===== config.mk =====
export PLATFORM = sky130hd
export DESIGN_NAME = mem_access_scheduler
export DESIGN_NICKNAME = d
export VERILOG_FILES = /design/src/rtl/mem_access_scheduler.sv
export SDC_FILE = /design/constraint.sdc
export NUM_CORES = 1
export LEC_CHECK = 0
export CAP_MARGIN = 5
export CORE_ASPECT_RATIO = 0.8
export CORE_MARGIN = 10
export CORE_UTILIZATION = 39
export DETAILED_ROUTE_END_ITERATION = 10
export GPL_TIMING_DRIVEN = 1
export PLACE_DENSITY = 0.74
export RECOVER_POWER = 50
export SLEW_MARGIN = 20
export SYNTH_ARGS = -nofsm -noshare
export SYNTH_HDL_FRONTEND = slang
export SYNTH_SLANG_ARGS = --single-unit

===== constraint.sdc =====
create_clock -name i_clk -period 1.7 [get_ports i_clk]
set_input_delay 0.425 -clock i_clk [delete_from_list [all_inputs] [get_ports i_clk]]
set_output_delay 0.425 -clock i_clk [all_outputs]
set_load 0.02 [all_outputs]

===== src/rtl/mem_access_scheduler.sv =====
// mem_access_scheduler
// Arbitrates one tag memory array between host read/write requests and periodic
// row refresh. Only one operation runs at a time. Host traffic wins over a pending
// refresh until that refresh has waited DEFER_MAX cycles.
//
// Ports:
//   i_clk, i_reset            clock, asynchronous active-low reset
//   i_enabled                 low = no new operation is started
//   i_refresh_tick            one-cycle refresh request pulse
//   i_req_*  / o_req_ready    host request handshake (valid && ready = accept)
//   o_rsp_valid, o_rsp_rdata  read completion pulse and held read data
//   o_mem_*, i_mem_rdata      array access strobes, refresh strobe and row
//   o_busy                    operation in flight or refresh pending
//   o_refresh_overrun         sticky: tick arrived while a refresh was pending
module mem_access_scheduler #(
  parameter int unsigned ADDR_W         = 6,
  parameter int unsigned DATA_W         = 16,
  parameter int unsigned ROW_W          = 3,
  parameter int unsigned ACCESS_CYCLES  = 2,
  parameter int unsigned REFRESH_CYCLES = 2,
  parameter int unsigned DEFER_MAX      = 4
) (
  input  logic              i_clk,
  input  logic              i_reset,
  input  logic              i_enabled,
  input  logic              i_refresh_tick,
  input  logic              i_req_valid,
  input  logic              i_req_write,
  input  logic [ADDR_W-1:0] i_req_addr,
  input  logic [DATA_W-1:0] i_req_wdata,
  output logic              o_req_ready,
  output logic              o_rsp_valid,
  output logic [DATA_W-1:0] o_rsp_rdata,
  output logic              o_mem_en,
  output logic              o_mem_we,
  output logic [ADDR_W-1:0] o_mem_addr,
  output logic [DATA_W-1:0] o_mem_wdata,
  input  logic [DATA_W-1:0] i_mem_rdata,
  output logic              o_mem_refresh,
  output logic [ROW_W-1:0]  o_mem_row,
  output logic              o_busy,
  output logic              o_refresh_overrun
);

  localparam int unsigned MaxCycles = (ACCESS_CYCLES > REFRESH_CYCLES) ? ACCESS_CYCLES
                                                                        : REFRESH_CYCLES;
  localparam int unsigned CntW = (MaxCycles > 1) ? $clog2(MaxCycles) : 1;
  localparam int unsigned DefW = (DEFER_MAX > 0) ? $clog2(DEFER_MAX + 1) : 1;
  localparam logic [CntW-1:0] AccLast  = CntW'(ACCESS_CYCLES - 1);
  localparam logic [CntW-1:0] RefLast  = CntW'(REFRESH_CYCLES - 1);
  localparam logic [DefW-1:0] DeferMax = DefW'(DEFER_MAX);

  typedef enum logic [1:0] {StIdle, StAccess, StRefresh} state_e;

  state_e            r_state;
  logic              r_pending;
  logic [DefW-1:0]   r_defer_cnt;
  logic [CntW-1:0]   r_op_cnt;
  logic              r_rsp_valid;
  logic [DATA_W-1:0] r_rsp_rdata;
  logic              r_mem_en;
  logic              r_mem_we;
  logic [ADDR_W-1:0] r_mem_addr;
  logic [DATA_W-1:0] r_mem_wdata;
  logic              r_mem_refresh;
  logic [ROW_W-1:0]  r_mem_row;
  logic              r_overrun;

  logic w_idle_run;
  logic w_urgent;
  logic w_refresh_due;
  logic w_go_refresh;
  logic w_accept;

  assign w_idle_run    = i_enabled && (r_state == StIdle);
  assign w_urgent      = r_pending && (r_defer_cnt >= DeferMax);
  // A pending refresh also goes first whenever the host has nothing to offer.
  assign w_refresh_due = w_urgent || (r_pending && !i_req_valid);
  assign w_go_refresh  = w_idle_run && w_refresh_due;
  // Gated by reset so every output reads 0 while reset is held.
  assign o_req_ready   = i_reset && w_idle_run && !w_refresh_due;
  assign w_accept      = o_req_ready && i_req_valid;

  always_ff @(posedge i_clk or negedge i_reset) begin
    if (!i_reset) begin
      r_state       <= StIdle;
      r_pending     <= 1'b0;
      r_defer_cnt   <= '0;
      r_op_cnt      <= '0;
      r_rsp_valid   <= 1'b0;
      r_rsp_rdata   <= '0;
      r_mem_en      <= 1'b0;
      r_mem_we      <= 1'b0;
      r_mem_addr    <= '0;
      r_mem_wdata   <= '0;
      r_mem_refresh <= 1'b0;
      r_mem_row     <= '0;
      r_overrun     <= 1'b0;
    end else begin
      r_rsp_valid <= 1'b0;

      // A tick in the cycle the refresh is taken queues the next one, not an overrun.
      if (i_refresh_tick) begin
        r_pending <= 1'b1;
        if (r_pending && !w_go_refresh) begin
          r_overrun <= 1'b1;
        end
      end else if (w_go_refresh) begin
        r_pending <= 1'b0;
      end

      if (w_go_refresh) begin
        r_defer_cnt <= '0;
      end else if (r_pending && (r_state != StRefresh) && (r_defer_cnt < DeferMax)) begin
        r_defer_cnt <= r_defer_cnt + DefW'(1);
      end

      unique case (r_state)
        StIdle: begin
          if (w_go_refresh) begin
            r_state       <= StRefresh;
            r_mem_refresh <= 1'b1;
            r_op_cnt      <= '0;
          end else if (w_accept) begin
            r_state     <= StAccess;
            r_mem_en    <= 1'b1;
            r_mem_we    <= i_req_write;
            r_mem_addr  <= i_req_addr;
            r_mem_wdata <= i_req_wdata;
            r_op_cnt    <= '0;
          end
        end
        StAccess: begin
          if (r_op_cnt == AccLast) begin
            r_state  <= StIdle;
            r_mem_en <= 1'b0;
            r_mem_we <= 1'b0;
            if (!r_mem_we) begin
              r_rsp_rdata <= i_mem_rdata;
              r_rsp_valid <= 1'b1;
            end
          end else begin
            r_op_cnt <= r_op_cnt + CntW'(1);
          end
        end
        StRefresh: begin
          if (r_op_cnt == RefLast) begin
            r_state       <= StIdle;
            r_mem_refresh <= 1'b0;
            r_mem_row     <= r_mem_row + ROW_W'(1);
          end else begin
            r_op_cnt <= r_op_cnt + CntW'(1);
          end
        end
        default: r_state <= StIdle;
      endcase
    end
  end

  assign o_rsp_valid       = r_rsp_valid;
  assign o_rsp_rdata       = r_rsp_rdata;
  assign o_mem_en          = r_mem_en;
  assign o_mem_we          = r_mem_we;
  assign o_mem_addr        = r_mem_addr;
  assign o_mem_wdata       = r_mem_wdata;
  assign o_mem_refresh     = r_mem_refresh;
  assign o_mem_row         = r_mem_row;
  assign o_busy            = (r_state != StIdle) || r_pending;
  assign o_refresh_overrun = r_overrun;

endmodule


## Word-level counts from Yosys, hierarchy flattened

Cells that the tools add are included.

| storage, ports and cells | value |
|---|---|
| output and inout port bits | 48 |
| input bits | 44 |
| bits in registers | 53 |

| operators by class | value |
|---|---|
| magnitude comparators | 2 |
| reduce and logical (&&, ||, !) cells | 31 |
| multiplexer cells | 24 |
| eq/ne operators | 10 |
| $add $sub $neg | 3 |
| bitwise logic cells | 2 |

Operator list:

| operator | number |
|---|---|
| $mux 1 | 14 |
| $ne 2x2->1 const B | 6 |
| $reduce_bool 2->1 | 6 |
| $logic_and 1x1->1 | 10 |
| $reduce_and 3->1 | 3 |
| $pmux 1 s2 | 4 |
| $reduce_and 2->1 | 4 |
| $add 3x1->3 const B | 2 |
| $mux 2 | 3 |
| $mux 3 | 2 |
| $pmux 2 s2 | 1 |
| $reduce_and 4->1 | 1 |
| $ge 3x3->1 const B | 1 |
| $logic_not 1->1 | 3 |
| $lt 3x3->1 const B | 1 |
| $ne 3x3->1 const B | 1 |
| $eq 2x1->1 const B | 1 |
| $eq 2x2->1 const B | 1 |
| $logic_not 2->1 | 1 |
| $logic_or 1x1->1 | 2 |
| $ne 2x1->1 const B | 1 |
| $not 1->1 | 2 |
| $reduce_or 2->1 | 1 |
| $add 1x1->1 const B | 1 |

## Longest topological paths before layout

| logic depth | value |
|---|---|
| depth in word-level cells | 9 |
| depth in mapped cells | 8 |

## Least setup slack after synthesis

Ideal clock, no wire load.

| timing | value |
|---|---|
| path type | register to register |
| from | reg r_state[0] |
| to | reg r_mem_we (netlist: o_mem_we) |
| setup slack | 0.064 ns |
| period minus slack after synthesis | 1.636 ns |
| arrival | 1.502 ns |
| library setup time | 0.133 ns |
| cell stages (with the launch flop) | 9 |
| cell sequence | dfrtp_1 inv_1 ha_1 buf_4 nand3_2 a211o_1 buf_6 a221oi_2 o32ai_1 |

| between the ends | value |
|---|---|
| word-level cells in the longest chain between the ends | 7 |

Ends and longest elaborated chain:

| what | line | text |
|---|---|---|
| from (decl) | 55 | `state_e r_state;` |
| from (signal assigned) | 86 | `r_state <= StIdle;` |
| from (signal assigned) | 121 | `r_state <= StRefresh;` |
| from (signal assigned) | 125 | `r_state <= StAccess;` |
| $logic_not 2->1 | 75, 118 |  |
| $logic_and 1x1->1 | 75 | `assign w_idle_run = i_enabled && (r_state == StIdle);` |
| $logic_and 1x1->1 (2 in series) | 81 | `assign o_req_ready = i_reset && w_idle_run && !w_refresh_due;` |
| $logic_and 1x1->1 | 82 | `assign w_accept = o_req_ready && i_req_valid;` |
| $ne 2x2->1 (no source line) | -- |  |
| $reduce_and 4->1 (no source line) | -- |  |
| to (signal assigned) | 127 | `r_mem_we <= i_req_write;` |
| to (decl) | 62 | `logic r_mem_we;` |

Parallel ways exist; a longest one is shown, timed or not.
A chain may end at the register's enable or synchronous reset.

## Worst setup path in the final report

| timing | value |
|---|---|
| from | reg r_state[0] |
| to | out o_req_ready |

| between the ends | value |
|---|---|
| word-level cells in the longest chain between the ends | 4 |

Ends and longest elaborated chain:

| what | line | text |
|---|---|---|
| $logic_not 2->1 | 75 |  |
| $logic_and 1x1->1 | 75 |  |
| $logic_and 1x1->1 (2 in series) | 81 |  |
| to (decl) | 31 | `output logic o_req_ready,` |

No other way between the ends.

==> impl_metrics.env <==
export IMPL_synth_compound_area_share=0.05626
export IMPL_diodes=0
export IMPL_synth_top_family_by_area="multiplexers"
export IMPL_syn_area_um2=2268
export IMPL_cts_max_level=2
export IMPL_pin_count=92
export IMPL_synthTopCellsByArea="dfrtp_1, mux2_4, mux2_2, ha_1, buf_6"
export IMPL_cts_clk_slew_worst_paths_ns=0.09
export IMPL_grt_max_degree=54
export IMPL_setup_slack_ns=-0.01486
export IMPL_antenna_found_initial=0
export IMPL_cts_root_buf="clkbuf_8"
export IMPL_finClkSkew_ns=0.007278
export IMPL_cts_tree="built"
export IMPL_ys_warn_count=0
export IMPL_finalCritPeriodShare=1.009
export IMPL_dieHeight_um=88.22
export IMPL_syn_inst=150
export IMPL_ys_seq_elements=53
export IMPL_num_vias=1575
export IMPL_fin_nets=312
export IMPL_hp_class="flop to flop"
export IMPL_gr_total_overflow=0
export IMPL_peakVddDrop_mv=0.8383
export IMPL_place_congestion=0.7412
export IMPL_cts_sinks=53
export IMPL_synth_xor_area_frac=0.01158
export IMPL_grt_pass1_vias=1747
export IMPL_rsz0062_at_grt="true"
export IMPL_min_path_cells=1
export IMPL_area_delta_synth_final_pct=51.46
export IMPL_core_um2=5555
export IMPL_p_per_area_nw_per_um2=1795
export IMPL_grt_pass1_wl_um=8887
export IMPL_post_dp_hpwl_um=4241
export IMPL_synthMuxAreaShare=0.2344
export IMPL_cp_end_kind="output port"
export IMPL_maxSlewHeadroom=0.1453
export IMPL_finalHoldViolCount=0
export IMPL_cts_path_max_buffers=2
export IMPL_use_met3=0.05301
export IMPL_final_cells=341
export IMPL_worstMarginPinSlew_ns=1.282
export IMPL_period_needed_ns=1.715
export IMPL_start_util=0.4083
export IMPL_drtAntennaViolNets=0
export IMPL_dr_pass1_iters=4
export IMPL_drc=0
export IMPL_placement_io_buffers=91
export IMPL_drv_slew=0
export IMPL_drv_cap=0
export IMPL_yosys_area_share_simple=0.04744
export IMPL_setup_viol=1
export IMPL_dp_cells=330
export IMPL_yosysSeqAreaShare=0.5847
export IMPL_cp_data_arrival_time_ns=1.29
export IMPL_synth_nets=199
export IMPL_max_stage_delay_ns=0.40
export IMPL_grt_use_total=0.1170
export IMPL_crit_path_start_kind="flop"
export IMPL_die_w_um=105.3
export IMPL_rr_worst_depth=6
export IMPL_final_util=0.6185
export IMPL_use_met1=0.1392
export IMPL_netlist_area_leader_share=0.5847
export IMPL_wl_um=5571
export IMPL_avgRoutedWirePerCell_um=16.34
export IMPL_fp_row_count=24
export IMPL_top_usage_layer="met2"
export IMPL_yosys_area_top_type="dfrtp_1"
export IMPL_cp_max_fo=3
export IMPL_violations="negative setup slack"
export IMPL_design_power_total_mw=6.166
export IMPL_path_class="flop to output port"
export IMPL_syn_avg_cell_area_um2=15.12
export IMPL_synth_adder_area_share=0.02758
export IMPL_fmax_mhz=583.1
export IMPL_drt_initial_drc_count=35
export IMPL_use_met2=0.1889
export IMPL_outcome="finished with violations"
export IMPL_cts_made_buffers=5
export IMPL_worstPathRequired_ns=1.27
export IMPL_drt_vias_per_instance=4.619
export IMPL_drive_above_1_share=0.3042
export IMPL_clock_latency_ns=0.30
export IMPL_hold_slack_ns=0.4732
export IMPL_p_leak_nw=1.623
export IMPL_cp_slowest_cell="dfrtp_1"
export IMPL_path_cells="inv_2, ha_4, nand3_4, a21oi_2, buf_6"
export IMPL_ys_types=31
export IMPL_dieArea_um2=9286
## cell type report
class / count / area [µm²]
Inverter: 8 / 30.03
Timing Repair Buffer: 113 / 983.4
Sequential cell: 53 / 1326
Clock buffer: 7 / 86.33
Tap cell: 78 / 97.59
Multi-Input combinational cell: 82 / 912.1
Fill cell: 485 / 2120
## what timing repair did
action | 4_1_cts | 5_1_grt
hold buffers | 0 | 0
setup endpoints to repair | 53 | 44
pin swaps | 2 | 2
gates resized for setup | 53 | 16
setup buffers | 0 | 4
endpoints found under the hold margin | 0 | 0
## worst max-delay path, delay by kind of cell (launching register included)
kind                     cells  cell delay, ns
adder cells (fa/ha/maj)      1            0.16
AND/OR/NAND/NOR              1            0.07
buffers and inverters        2            0.23
flip-flops                   1            0.40
AO/OA/AOI/OAI                1            0.14
## cells in the final DEF, fill, tap and decap left out, drive strengths merged, types with 2 or more instances in the layout
cell,n
nand3,4
inv,8
nor2,4
dlygate4sd2,37
clkbuf,19
ha,5
nand2b,3
clkdlybuf4s50,41
buf,23
nand2,4
dfrtp,53
xnor2,3
mux2,39
a21oi,3
a31oi,2
## layer usage
metal	wire length, µm	vias to the layer above
met5	0	-
met4	41	0
met3	446	5
met2	2678	51
met1	2405	772
li1	-	747
## cells in the mapped netlist (all sizes together)
| cell type | number |
|---|---|
| dfrtp | 53 |
| mux2 | 39 |
| inv | 8 |
| buf | 7 |
| ha | 5 |
| nand2 | 4 |
| nand3 | 4 |
| nor2 | 4 |
| a21oi | 3 |
| nand2b | 3 |
| xnor2 | 3 |
| a31oi | 2 |
| a211o | 1 |
| a21o | 1 |
| a221oi | 1 |
| a2bb2oi | 1 |
| a31o | 1 |
| a32o | 1 |
| a41oi | 1 |
| and4 | 1 |
| mux2i | 1 |
| nand4 | 1 |
| nor2b | 1 |
| nor3b | 1 |
| o21ba | 1 |
| o22ai | 1 |
| o32ai | 1 |
## worst paths after layout
kind / start / to / slack, ns
min in group asynchronous: i_reset / o_mem_row[0] / 0.55
setup reg to reg: r_state[0] / o_mem_wdata[4] / 0.08
setup / recovery: r_state[0] / o_req_ready / -0.01
hold reg to reg: o_mem_row[2] / o_mem_row[2] / 0.47
hold / removal: o_mem_row[2] / o_mem_row[2] / 0.47
max in group asynchronous: i_reset / o_mem_wdata[4] / 0.36
## stage by stage
step           TNS [ns]  area, µm²  setup WS [ns]
2_1_floorplan         0       2268        0.06438
3_3_place_gp     -6.703       3376        -0.4701
3_5_place_dp     -8.080       3376        -0.5408
4_1_cts        -0.01318       3436       -0.01318
5_1_grt         -0.1082       3436       -0.07173
6_report       -0.01486       3436       -0.01486
## state kept, by name (all words and copies together) (netlist names)
name,flops
o_mem_wdata,16
o_rsp_rdata,16
o_mem_addr,6
o_mem_row,3
r_defer_cnt,3
r_state,2
o_mem_en,1
o_mem_refresh,1
o_mem_we,1
o_refresh_overrun,1
o_rsp_valid,1
r_op_cnt,1
r_pending,1
## kinds of logic (layout without fill, tap and decap cells)
logic type	count (synthesis)	after routing
xor gates and xnor gates	3	3
muxes	40	40
and+or+nand+nor	19	19
AOI/OAI and AO/OA	15	15
buffers and inverters	15	128
DFF	53	53
adders and majority gates	5	5
## where the power goes
part	switching (mW)	total [mW]	internal (mW)
Combinational	1.63	3.26	1.63
Clock	0.371	0.694	0.324
Sequential	0.344	2.21	1.87
Power figures use the tool's default switching activity.
